--- config.mk ---
export PLATFORM = sky130hd
export DESIGN_NAME = audio_in_receiver
export DESIGN_NICKNAME = d
export VERILOG_FILES = /design/src/rtl/audio_in_receiver.sv
export SDC_FILE = /design/constraint.sdc
export NUM_CORES = 1
export LEC_CHECK = 0
export ABC_AREA = 1
export CAP_MARGIN = 10
export CORE_MARGIN = 2
export CORE_UTILIZATION = 50
export DETAILED_ROUTE_END_ITERATION = 10
export PLACE_DENSITY_LB_ADDON = 0.3
export SETUP_SLACK_MARGIN = 0.2
export SYNTH_ARGS = -nofsm -noshare
export SYNTH_HDL_FRONTEND = slang
export SYNTH_SLANG_ARGS = --single-unit
--- constraint.sdc ---
create_clock -name CLOCK_50 -period 8.4 [get_ports CLOCK_50]
set_input_delay 0.84 -clock CLOCK_50 [delete_from_list [all_inputs] [get_ports CLOCK_50]]
set_output_delay 0.84 -clock CLOCK_50 [all_outputs]
set_load 0.01 [all_outputs]
--- src/rtl/audio_in_receiver.sv ---
// I2S audio ADC receiver: synchronizes the codec serial interface into CLOCK_50,
// deserializes left/right words and buffers stereo pairs in a show-ahead FIFO.
module audio_in_receiver #(
    parameter int DATA_WIDTH = 32,
    parameter int FIFO_DEPTH = 8
) (
    input  logic                          CLOCK_50,
    input  logic                          nReset,
    input  logic                          AUD_BCLK,
    input  logic                          AUD_ADCLRCK,
    input  logic                          AUD_ADCDAT,
    input  logic                          clear_audio_in_memory,
    input  logic                          read_audio_in,
    output logic                          audio_in_available,
    output logic [DATA_WIDTH-1:0]         left_channel_audio_in,
    output logic [DATA_WIDTH-1:0]         right_channel_audio_in,
    output logic                          overflow,
    output logic [$clog2(FIFO_DEPTH):0]   fill_level
);

    localparam int AW = $clog2(FIFO_DEPTH);
    localparam int CW = $clog2(DATA_WIDTH + 1);

    typedef enum logic [1:0] {IDLE, DELAY, SHIFT, HOLD} state_t;

    logic [2:0]            bclk_sh_q, bclk_sh_d;
    logic [2:0]            lrck_sh_q, lrck_sh_d;
    logic [1:0]            dat_sh_q, dat_sh_d;
    state_t                state_q, state_d;
    logic                  chan_q, chan_d;
    logic [CW-1:0]         bit_cnt_q, bit_cnt_d;
    logic [DATA_WIDTH-1:0] shift_q, shift_d;
    logic [DATA_WIDTH-1:0] left_word_q, left_word_d;
    logic                  have_left_q, have_left_d;
    logic [AW:0]           wr_ptr_q, wr_ptr_d;
    logic [AW:0]           rd_ptr_q, rd_ptr_d;
    logic                  overflow_q, overflow_d;
    logic [DATA_WIDTH-1:0] left_mem_q  [FIFO_DEPTH];
    logic [DATA_WIDTH-1:0] right_mem_q [FIFO_DEPTH];

    logic                  bclk_rise, lrck_edge, lrck_fall, lrck_lvl, dat_bit;
    logic                  latch, push, push_ok, pop_ok, empty, full;
    logic [DATA_WIDTH-1:0] latch_word;
    logic [CW-1:0]         bit_pos;

    // Stage 0/1 are the two synchronizer flops; stage 2 holds the previous value for edge detection.
    always_comb begin
        bclk_sh_d = {bclk_sh_q[1:0], AUD_BCLK};
        lrck_sh_d = {lrck_sh_q[1:0], AUD_ADCLRCK};
        dat_sh_d  = {dat_sh_q[0], AUD_ADCDAT};
    end

    assign bclk_rise = bclk_sh_q[1] & ~bclk_sh_q[2];
    assign lrck_edge = lrck_sh_q[1] ^ lrck_sh_q[2];
    assign lrck_fall = ~lrck_sh_q[1] & lrck_sh_q[2];
    assign lrck_lvl  = lrck_sh_q[1];
    assign dat_bit   = dat_sh_q[1];
    assign bit_pos   = CW'(DATA_WIDTH - 1) - bit_cnt_q;

    always_comb begin
        state_d     = state_q;
        chan_d      = chan_q;
        bit_cnt_d   = bit_cnt_q;
        shift_d     = shift_q;
        left_word_d = left_word_q;
        have_left_d = have_left_q;
        latch       = 1'b0;
        latch_word  = shift_q;
        push        = 1'b0;
        case (state_q)
            IDLE: begin
                have_left_d = 1'b0;
                if (lrck_fall) begin
                    state_d = DELAY;
                    chan_d  = 1'b0;
                end
            end
            DELAY: begin
                if (lrck_edge) begin
                    chan_d = lrck_lvl;
                end else if (bclk_rise) begin
                    state_d   = SHIFT;
                    bit_cnt_d = '0;
                    shift_d   = '0;
                end
            end
            SHIFT: begin
                // Bits land MSB-first at their final position, so an early stop is already zero-filled.
                if (lrck_edge) begin
                    latch      = 1'b1;
                    latch_word = shift_q;
                    state_d    = DELAY;
                    chan_d     = lrck_lvl;
                end else if (bclk_rise) begin
                    shift_d   = shift_q | ({{(DATA_WIDTH-1){1'b0}}, dat_bit} << bit_pos);
                    bit_cnt_d = bit_cnt_q + CW'(1);
                    if (bit_cnt_q == CW'(DATA_WIDTH - 1)) begin
                        latch      = 1'b1;
                        latch_word = shift_d;
                        state_d    = HOLD;
                    end
                end
            end
            HOLD: begin
                if (lrck_edge) begin
                    state_d = DELAY;
                    chan_d  = lrck_lvl;
                end
            end
            default: state_d = IDLE;
        endcase

        if (latch) begin
            if (!chan_q) begin
                left_word_d = latch_word;
                have_left_d = 1'b1;
            end else if (have_left_q) begin
                push        = 1'b1;
                have_left_d = 1'b0;
            end
        end

        if (clear_audio_in_memory) begin
            state_d     = IDLE;
            have_left_d = 1'b0;
            push        = 1'b0;
        end
    end

    assign empty   = (wr_ptr_q == rd_ptr_q);
    assign full    = (wr_ptr_q[AW] != rd_ptr_q[AW]) && (wr_ptr_q[AW-1:0] == rd_ptr_q[AW-1:0]);
    assign pop_ok  = read_audio_in & ~empty & ~clear_audio_in_memory;
    assign push_ok = push & (~full | pop_ok);

    always_comb begin
        wr_ptr_d   = wr_ptr_q;
        rd_ptr_d   = rd_ptr_q;
        overflow_d = overflow_q;
        if (clear_audio_in_memory) begin
            wr_ptr_d   = '0;
            rd_ptr_d   = '0;
            overflow_d = 1'b0;
        end else begin
            if (pop_ok)
                rd_ptr_d = rd_ptr_q + (AW+1)'(1);
            if (push_ok)
                wr_ptr_d = wr_ptr_q + (AW+1)'(1);
            if (push && !push_ok)
                overflow_d = 1'b1;
        end
    end

    always_ff @(posedge CLOCK_50 or negedge nReset) begin
        if (!nReset) begin
            bclk_sh_q   <= '0;
            lrck_sh_q   <= '0;
            dat_sh_q    <= '0;
            state_q     <= IDLE;
            chan_q      <= 1'b0;
            bit_cnt_q   <= '0;
            shift_q     <= '0;
            left_word_q <= '0;
            have_left_q <= 1'b0;
            wr_ptr_q    <= '0;
            rd_ptr_q    <= '0;
            overflow_q  <= 1'b0;
        end else begin
            bclk_sh_q   <= bclk_sh_d;
            lrck_sh_q   <= lrck_sh_d;
            dat_sh_q    <= dat_sh_d;
            state_q     <= state_d;
            chan_q      <= chan_d;
            bit_cnt_q   <= bit_cnt_d;
            shift_q     <= shift_d;
            left_word_q <= left_word_d;
            have_left_q <= have_left_d;
            wr_ptr_q    <= wr_ptr_d;
            rd_ptr_q    <= rd_ptr_d;
            overflow_q  <= overflow_d;
        end
    end

    // Storage is not reset; the head is masked to zero whenever the FIFO is empty.
    always_ff @(posedge CLOCK_50) begin
        if (push_ok) begin
            left_mem_q[wr_ptr_q[AW-1:0]]  <= left_word_q;
            right_mem_q[wr_ptr_q[AW-1:0]] <= latch_word;
        end
    end

    assign audio_in_available     = ~empty;
    assign left_channel_audio_in  = empty ? '0 : left_mem_q[rd_ptr_q[AW-1:0]];
    assign right_channel_audio_in = empty ? '0 : right_mem_q[rd_ptr_q[AW-1:0]];
    assign overflow               = overflow_q;
    assign fill_level             = wr_ptr_q - rd_ptr_q;

endmodule

### Word level (Yosys, flattened, before mapping)

Memories as Yosys holds them, arrays and structs flattened.
Index checks and enable logic that the tools add are counted.

| word-level totals | value |
|---|---|
| bits of input ports | 7 |
| output and inout port bits | 70 |
| word-level logic and storage cells | 115 |
| memory bits (writable) | 512 |
| register bits after elaboration | 91 |
| memories | 2 |

Memory list:

| memory | words | width | read ports | clocked after Yosys merged registers in | write ports | RTL line | RTL |
|---|---|---|---|---|---|---|---|
| left_mem_q | 8 | 32 | 1 | 0 | 1 | 38 | `logic [DATA_WIDTH-1:0] left_mem_q [FIFO_DEPTH];` |
| right_mem_q | 8 | 32 | 1 | 0 | 1 | 39 | `logic [DATA_WIDTH-1:0] right_mem_q [FIFO_DEPTH];` |

| operators by class | value |
|---|---|
| equality and inequality tests | 19 |
| bitwise operators | 14 |
| $add $sub $neg | 5 |
| shifts and indexed selects | 1 |
| reduce and logical (&&, ||, !) cells | 13 |
| muxes and demuxes | 49 |

Operators with widths:

| operator | number |
|---|---|
| $mux W32 | 10 |
| $pmux W32 S2 | 1 |
| $or A32 B32 Y32 | 1 |
| $shl A1 B6 Y32 | 1 |
| $mux W6 | 4 |
| $mux W1 | 19 |
| $mux W2 | 8 |
| $mux W4 | 4 |
| $ne A3 B3 Y1 const B | 4 |
| $pmux W6 S2 | 1 |
| $ne A2 B2 Y1 const B | 5 |
| $add A4 B1 Y4 const B | 2 |
| $ne A4 B4 Y1 const B | 2 |
| $pmux W2 S4 | 1 |
| $reduce_bool A2 Y1 | 4 |
| $add A6 B1 Y6 const B | 1 |
| $eq A6 B5 Y1 const B | 1 |
| $not A1 Y1 | 6 |
| $reduce_and A6 Y1 | 1 |
| $sub A5 B6 Y6 const A | 1 |
| $and A1 B1 Y1 | 5 |
| $reduce_and A5 Y1 | 1 |
| $eq A2 B2 Y1 const B | 2 |
| $eq A4 B4 Y1 | 1 |
| other kinds (13) | 15 |

### Logic depth before layout (Yosys ltp)

Gate-level depths: netlist of run 1.

| depth | value |
|---|---|
| depth in word-level cells | 12 |
| mapped depth | 11 |
| mapped depth without buffers | 10 |

### Worst setup path before layout of run 1

No wires, ideal clock.

| timing | value |
|---|---|
| path kind | register to register |
| start point | register rd_ptr_q[2] |
| end point | memory left_mem_q[1][0] (enable) |
| arrival | 4589 ps |
| setup time | 486 ps |
| slack | 3325 ps |
| buffers on the path | 2 |
| data required time | 7914 ps |
| stages on the path, launching flop included | 12 |
| period minus slack after synthesis | 5075 ps |
| cell sequence | dfrtp_1 > inv_2 > clkbuf_1 > clkbuf_1 > ha_1 > nand2_1 > nor2_1 > o211ai_1 > nand2_1 > nor2_2 > nand2_1 > nor2_1 |

| between the ends | value |
|---|---|
| longest elaborated chain between the ends | 8 |
| elaborated cells between the ends (all ways) | 11 |
| classes of those cells | 2 x eq/ne; 2 x mux; 6 x bitwise; 1 x reduce/logical |

RTL lines:

| what | RTL line | RTL |
|---|---|---|
| from (decl) | 36 | `logic [AW:0] rd_ptr_q, rd_ptr_d;` |
| from (signal assigned) | 178 | `rd_ptr_q <= rd_ptr_d;` |
| $eq A4 B4 Y1 | 130 | `assign empty = (wr_ptr_q == rd_ptr_q);` |
| $not A1 Y1 | 132 | `assign pop_ok = read_audio_in & ~empty & ~clear_audio_in_memory;` |
| $and A1 B1 Y1 (2 in a row) | 132 |  |
| $or A1 B1 Y1 (*) | 133 | `assign push_ok = push & (~full \| pop_ok);` |
| $and A1 B1 Y1 (*) | 133 |  |
| $mux W1 (*) | 185 | `if (push_ok) begin` |
| $mux W1 (not written as such) (*) | 186 | `left_mem_q[wr_ptr_q[AW-1:0]] <= left_word_q;` |
| to (decl) | 38 |  |

Every way passes the cells marked *; elsewhere a longest branch is shown, timed or not.

### Final worst setup path of run 1

| timing | value |
|---|---|
| start point | register rd_ptr_q[2] |
| end point | output port left_channel_audio_in[14] |

| between the ends | value |
|---|---|
| longest elaborated chain between the ends | 2 |
| elaborated cells between the ends (all ways) | 3 |
| classes of those cells | 1 x eq/ne; 1 x mux; 1 x memory |

RTL lines:

| what | RTL line | RTL |
|---|---|---|
| $mem_v2 Z8 W32 or $eq A4 B4 Y1 (tied branches) | n/a |  |
| $mux W32 (*) | 192 | `assign left_channel_audio_in = empty ? '0 : left_mem_q[rd_ptr_q[AW-1:0]];` |
| to (decl) | 15 | `output logic [DATA_WIDTH-1:0] left_channel_audio_in,` |

Marked as above.

==> flow_summary_export.csv, run 1 <==
group,metric,value,unit
run_status,status,"complete, no violations",
finish,final_common_cell,"edfxtp_1",
critical_path,critPathKind,"reg2out",
finish,finalCoreUtilization,56.59,%
cts,cts_tree,"done",
placement,place_inst,2502,
critical_path,cpMaxStageDelayCell,"buf_4",
grt,grt_pass1_vias,14910,
critical_path,r2r_setup_slack,4190,ps
sta,relSlewSlack,21.74,%
sta,fin_crit_sh,66.62,%
placement,port-buffer-count,76,
finish,fin_area,26910,um2
floorplan,io_pins,77,
sta,hold_violations,0,
sta,fmax,178.7,MHz
floorplan,die-width,222.8,um
grt,grt_antenna_before_repair,0,
routing,drt-pass1-iter-count,5,
cts,cts-resized-gates,0,
cts,cts_root_buf,"clkbuf_16",
yosys,yosys_register_bits,603,
yosys,synthCells,1939,
cts,numCtsBuffers,57,
floorplan,dieArea,49650,um2
routing,drt-total-wl,55550,um
cts,cts_setup_buffers,0,
floorplan,die_height,222.8,um
sta,rsz0062_at_grt,"false",
finish,n_antenna_cell,0,
finish,num-nets-final,1965,
yosys,syn_area,23940,um2
yosys,ys.warnings.count,0,
routing,dr_total_vias,15220,
grt,grt_usage,22.45,%
finish,drive_above_1_share,7.129,%
critical_path,cp.buffers_inverters,5,
cts,cts.sink_count,603,
routing,avgViaCountPerCell,5.837,
grt,grt_pass1_wl,85550,um
yosys,avgSynthCellArea,12.35,um2
finish,final_cells,2607,
worst_hold_path,min_path_type,"in2async",
grt,grt_max_degree,143,
cts,clk_pin_slew_worst_paths,60,ps
cts,cts_buffer_depth,3,
yosys,synth_cell_types,37,
finish,final_cell_mix,"edfxtp_1, nor2_1, o21ai_0",
floorplan,core_area,47550,um2
critical_path,startpoint_type,"register",
critical_path,critical_path.max_stage_delay,760,ps
routing,ant_nets,0,
floorplan,initial_core_util,50.36,%
job,maxCapViolations,0,
critical_path,required,7560,ps
floorplan,rows,80,
critical_path,arrival,4760,ps
yosys,synthTopCellsByArea,"edfxtp_1, dfrtp_1, nor2_1",
cts,cts.htree.levels,2,
sta,finalSetupTns,0,ps
pwr,p_per_area,217.5,nW/um2
finish,areaGrowthSynthToFinish,12.39,%
sta,fin_crit,5596,ps
routing,drc,0,
routing,drt_iter0_markers,1539,
sta,slew_violations,0,
critical_path,cp_max_fo,68,
sta,tightestPinTransition,1171,ps
pwr,vdd_ir_drop_max,0.1340,mV
pwr,p_leak,9.760,nW
yosys,synth_top_cell_by_area,"edfxtp_1",
critical_path,crit_chain,"inv_2 > buf_4 > ha_1 > nand3_1 > nor2_1 > inv_2 > buf_4 > o21ai_0 > nor2_1 > clkdlybuf4s50_1",
cts,clkLatencyLatePin,610,ps
placement,place_hpwl,30020,um
sta,fin_skew,12.96,ps
yosys,syn_nets,1958,
yosys,synth_top_cell_area_share,64.22,%
sta,finalSetupViolations,0,
grt,grt_overflow,0,
placement,dpl_cell_area,25030,um2
yosys,ys_seq_area_share,73.73,%
routing,wl_per_cell,21.31,um
critical_path,worstSetupEndpointType,"output port",
critical_path,crit_family,"buffers and inverters",
placement,globalplace.congestion,0.9245,
cts,hold_buffers,0,
-- cell families after synthesis --
| logic type | share of synthesized area (%) |
|---|---|
| compound gates | 11.96 |
| xor+xnor | 0.1464 |
| fa+ha+maj | 0.6585 |
| buf+inv | 4.108 |
| flops | 73.73 |
| simple gates | 9.396 |
-- synth_stat cells, drive strengths merged --
master / number
fa: 1
nand3: 29
dfrtp: 91
nor2: 424
buf: 56
o21ai: 356
nand2: 90
ha: 11
nor3: 8
clkinv: 3
nor4: 1
edfxtp: 512
clkbuf: 97
o22ai: 128
nand3b: 1
o21a: 1
nand4: 15
a31oi: 2
xnor2: 2
a21oi: 44
xor2: 2
o211ai: 1
o31ai: 1
inv: 63
-- worst register-to-register path, delay by kind of cell, from the launching register on --
kind	cells	cell delay (ps)
flops	1	410
fa+ha+maj	1	470
compound gates	1	110
buf+inv	3	1180
simple gates	6	1700
-- final cells by class --
class	count	area, um2
Clock inverter	23	252.7
Clock buffer	82	1622
Multi-Input combinational cell	1117	5366
Sequential cell	603	17660
Tap cell	615	769.5
Timing Repair Buffer	101	983.4
Inverter	66	254.0
Fill cell	3772	20640
-- metal layers --
metal	wire length (um)	part of all wire, %	global-route usage, %	up-vias
li1	-	-	-	6960
met1	23120	42	30.85	7573
met2	27190	49	37.01	582
met3	3784	6.8	3.200	102
met4	1456	2.6	7.794	0
met5	0	0	0	-
-- metrics by stage --
stage / hold slack [ps] / worst slack, ps / power (W)
global placement: 333.8 / 3580 / 0.003348
CTS: 38.01 / 2862 / 0.005884
finish: 59.86 / 2804 / 0.005853
floorplan: 331.2 / 3325 / 0.003327
detailed placement: 344.9 / 3538 / 0.003351
global route: 56.50 / 2549 / 0.005999
-- sequential cells by signal, indices dropped and copies added, names as in the netlist, 2 cells and up --
| register | cells |
|---|---|
| rd_ptr_q | 4 |
| dat_sh_q | 2 |
| left_mem_q | 256 |
| right_mem_q | 256 |
| shift_q | 32 |
| wr_ptr_q | 4 |
| bclk_sh_q | 3 |
| lrck_sh_q | 3 |
| bit_cnt_q | 6 |
| state_q | 2 |
| left_word_q | 32 |
-- power by group --
group / switching [W] / leakage [nW] / internal [W] / total (W)
Clock: 0.00107 / 0.931 / 0.00149 / 0.00256
Combinational: 0.0000365 / 2.55 / 0.0000136 / 0.0000501
Sequential: 0.0000164 / 6.28 / 0.00322 / 0.00324
-- path summary, 6_finish.rpt --
path,startpoint,endpoint,cells past startpoint
setup / recovery,rd_ptr_q[2],left_channel_audio_in[14],10
hold / removal,nReset,left_word_q[0],1
setup reg to reg,rd_ptr_q[2],right_mem_q[1][0],11
hold reg to reg,dat_sh_q[0],dat_sh_q[1],0
max in group asynchronous,nReset,rd_ptr_q[0],2
min in group CLOCK_50,dat_sh_q[0],dat_sh_q[1],0
(Power assumes the default switching activity.)
==> run 2: changes to the inputs <==
==> constraint.sdc (replaced) <==
create_clock -name CLOCK_50 -period 4.7 [get_ports CLOCK_50]
set_input_delay 0.47 -clock CLOCK_50 [delete_from_list [all_inputs] [get_ports CLOCK_50]]
set_output_delay 0.47 -clock CLOCK_50 [all_outputs]
set_load 0.01 [all_outputs]
==> flow_summary_export.csv, run 2 (same netlist as run 1, synthesis figures left out) <==
group,metric,value,unit
run_status,status,"complete, no violations",
sta,hold_violations,0,
routing,avgViaCountPerCell,5.810,
cts,cts_buffer_depth,3,
finish,final_common_cell,"edfxtp_1",
floorplan,dieArea,49650,um2
cts,clkLatencyLatePin,610,ps
pwr,p_per_area,379.9,nW/um2
routing,drt-total-wl,56360,um
placement,place_hpwl,31910,um
routing,drt-pass1-iter-count,7,
floorplan,initial_core_util,50.36,%
worst_hold_path,hold_path_end,"lrck_sh_q[0]",
finish,drive_above_1_share,7.332,%
pwr,p_total,0.01024,W
routing,wl_per_cell,21.51,um
placement,globalplace.congestion,0.8897,
critical_path,required,4230,ps
sta,tightestPinTransition,900.3,ps
critical_path,cp_max_fo,22,
sta,fin_crit,3956,ps
routing,drt-met1-wl,23940,um
grt,grt_pass1_vias,14830,
sta,slew_violations,0,
cts,cts_tree,"done",
sta,relSlewSlack,39.98,%
routing,drt_iter0_markers,1622,
sta,fin_skew,20.03,ps
pwr,vdd_ir_drop_max,0.2907,mV
grt,grt_usage,22.82,%
sta,fmax,252.8,MHz
finish,finalCoreUtilization,56.67,%
sta,finalSetupViolations,0,
routing,dr_total_vias,15220,
job,maxCapViolations,0,
critical_path,r2r_end,"left_mem_q[3][26]",
grt,grt_max_degree,127,
critical_path,arrival,3490,ps
worst_hold_path,whs_path_depth,1,
cts,cts.htree.levels,2,
cts,cts_setup_buffers,0,
cts,cts.sink_count,603,
cts,clk_pin_slew_worst_paths,60,ps
critical_path,r2r_cells,10,
routing,routed-wl-met3,3422,um
critical_path,startpoint_type,"register",
cts,numCtsBuffers,58,
routing,ant_nets,0,
critical_path,timing.rr.start,"rd_ptr_q[1]",
grt,grt_overflow,0,
critical_path,startpoint,"rd_ptr_q[1]",
placement,place_ws,1376,ps
floorplan,die-width,222.8,um
worst_hold_path,min-delay-start,"AUD_ADCLRCK",
critical_path,critPathKind,"reg2out",
finish,final_cell_mix,"edfxtp_1, nor2_1, o21ai_0",
grt,grt_antenna_before_repair,0,
floorplan,io_pins,77,
critical_path,r2r_setup_slack,1530,ps
floorplan,die_height,222.8,um
finish,fin_area,26940,um2
cts,cts_root_buf,"clkbuf_16",
sta,fin_ws,744.4,ps
critical_path,worstSetupEndpointType,"output port",
grt,grt_pass1_wl,86280,um
routing,top_layer,"met4",
sta,rsz0062_at_grt,"false",
placement,port-buffer-count,76,
sta,fin_crit_sh,84.16,%
routing,wl_met2,27390,um
floorplan,rows,80,
sta,timing.hold.ws,312.4,ps
finish,n_antenna_cell,0,
floorplan,core_area,47550,um2
placement,dpl_cell_area,25160,um2
worst_hold_path,min_path_type,"in2reg",
finish,areaGrowthSynthToFinish,12.53,%
routing,drc,0,
pwr,p_leak,9.785,nW
finish,num-nets-final,1979,
run 2: area by class of cell:
class                   count  area [um2]
fillers                  3805       20600
repair buffers            114        1121
clock buffers              75        1577
multi-input cells        1117        5366
inverters                  66       254.0
flip-flops and latches    603       17660
well taps                 615       769.5
clock inverters            30       193.9
run 2: power by group:
group / internal (W) / leakage (nW) / switching (W)
clock network: 0.00246 / 0.880 / 0.00190
registers: 0.00576 / 6.28 / 0.0000259
logic: 0.0000247 / 2.63 / 0.0000646
run 2: metrics by stage:
| stage | TNS (ps) | std cells |
|---|---|---|
| floorplan | -166580 | 1939 |
| global placement | 0 | 2514 |
| detailed placement | 0 | 2514 |
| CTS | 0 | 2620 |
| global route | 0 | 2620 |
| finish | 0 | 2620 |
run 2: critical path, stage by stage (launching register included):
cell,delay [ps]
dfrtp_4,550
clkinv_2,160
ha_1,330
nand3_1,80
nor2_1,60
inv_2,420
buf_4,280
o21ai_1,80
nor2_1,300
clkdlybuf4s50_1,610
run 2: worst max path at each step:
stage	end	slack, ps
2_1_floorplan	left_mem_q[1][0]	-380
3_3_place_gp	right_channel_audio_in[24]	1460
3_5_place_dp	right_channel_audio_in[24]	1380
4_1_cts	right_channel_audio_in[24]	720
5_1_grt	right_channel_audio_in[24]	520
6_report	right_channel_audio_in[24]	740
run 2: repair_timing:
item / CTS / global route
hold endpoints to repair: 46 / 0
gates resized for setup: 0 / 0
hold buffers: 1 / 0
run 2: metal layers:
layer	GRT usage, %	vias up
met4	7.534	0
met1	31.40	7578
met2	37.51	536
li1	-	6987
met5	0	-
met3	3.531	120
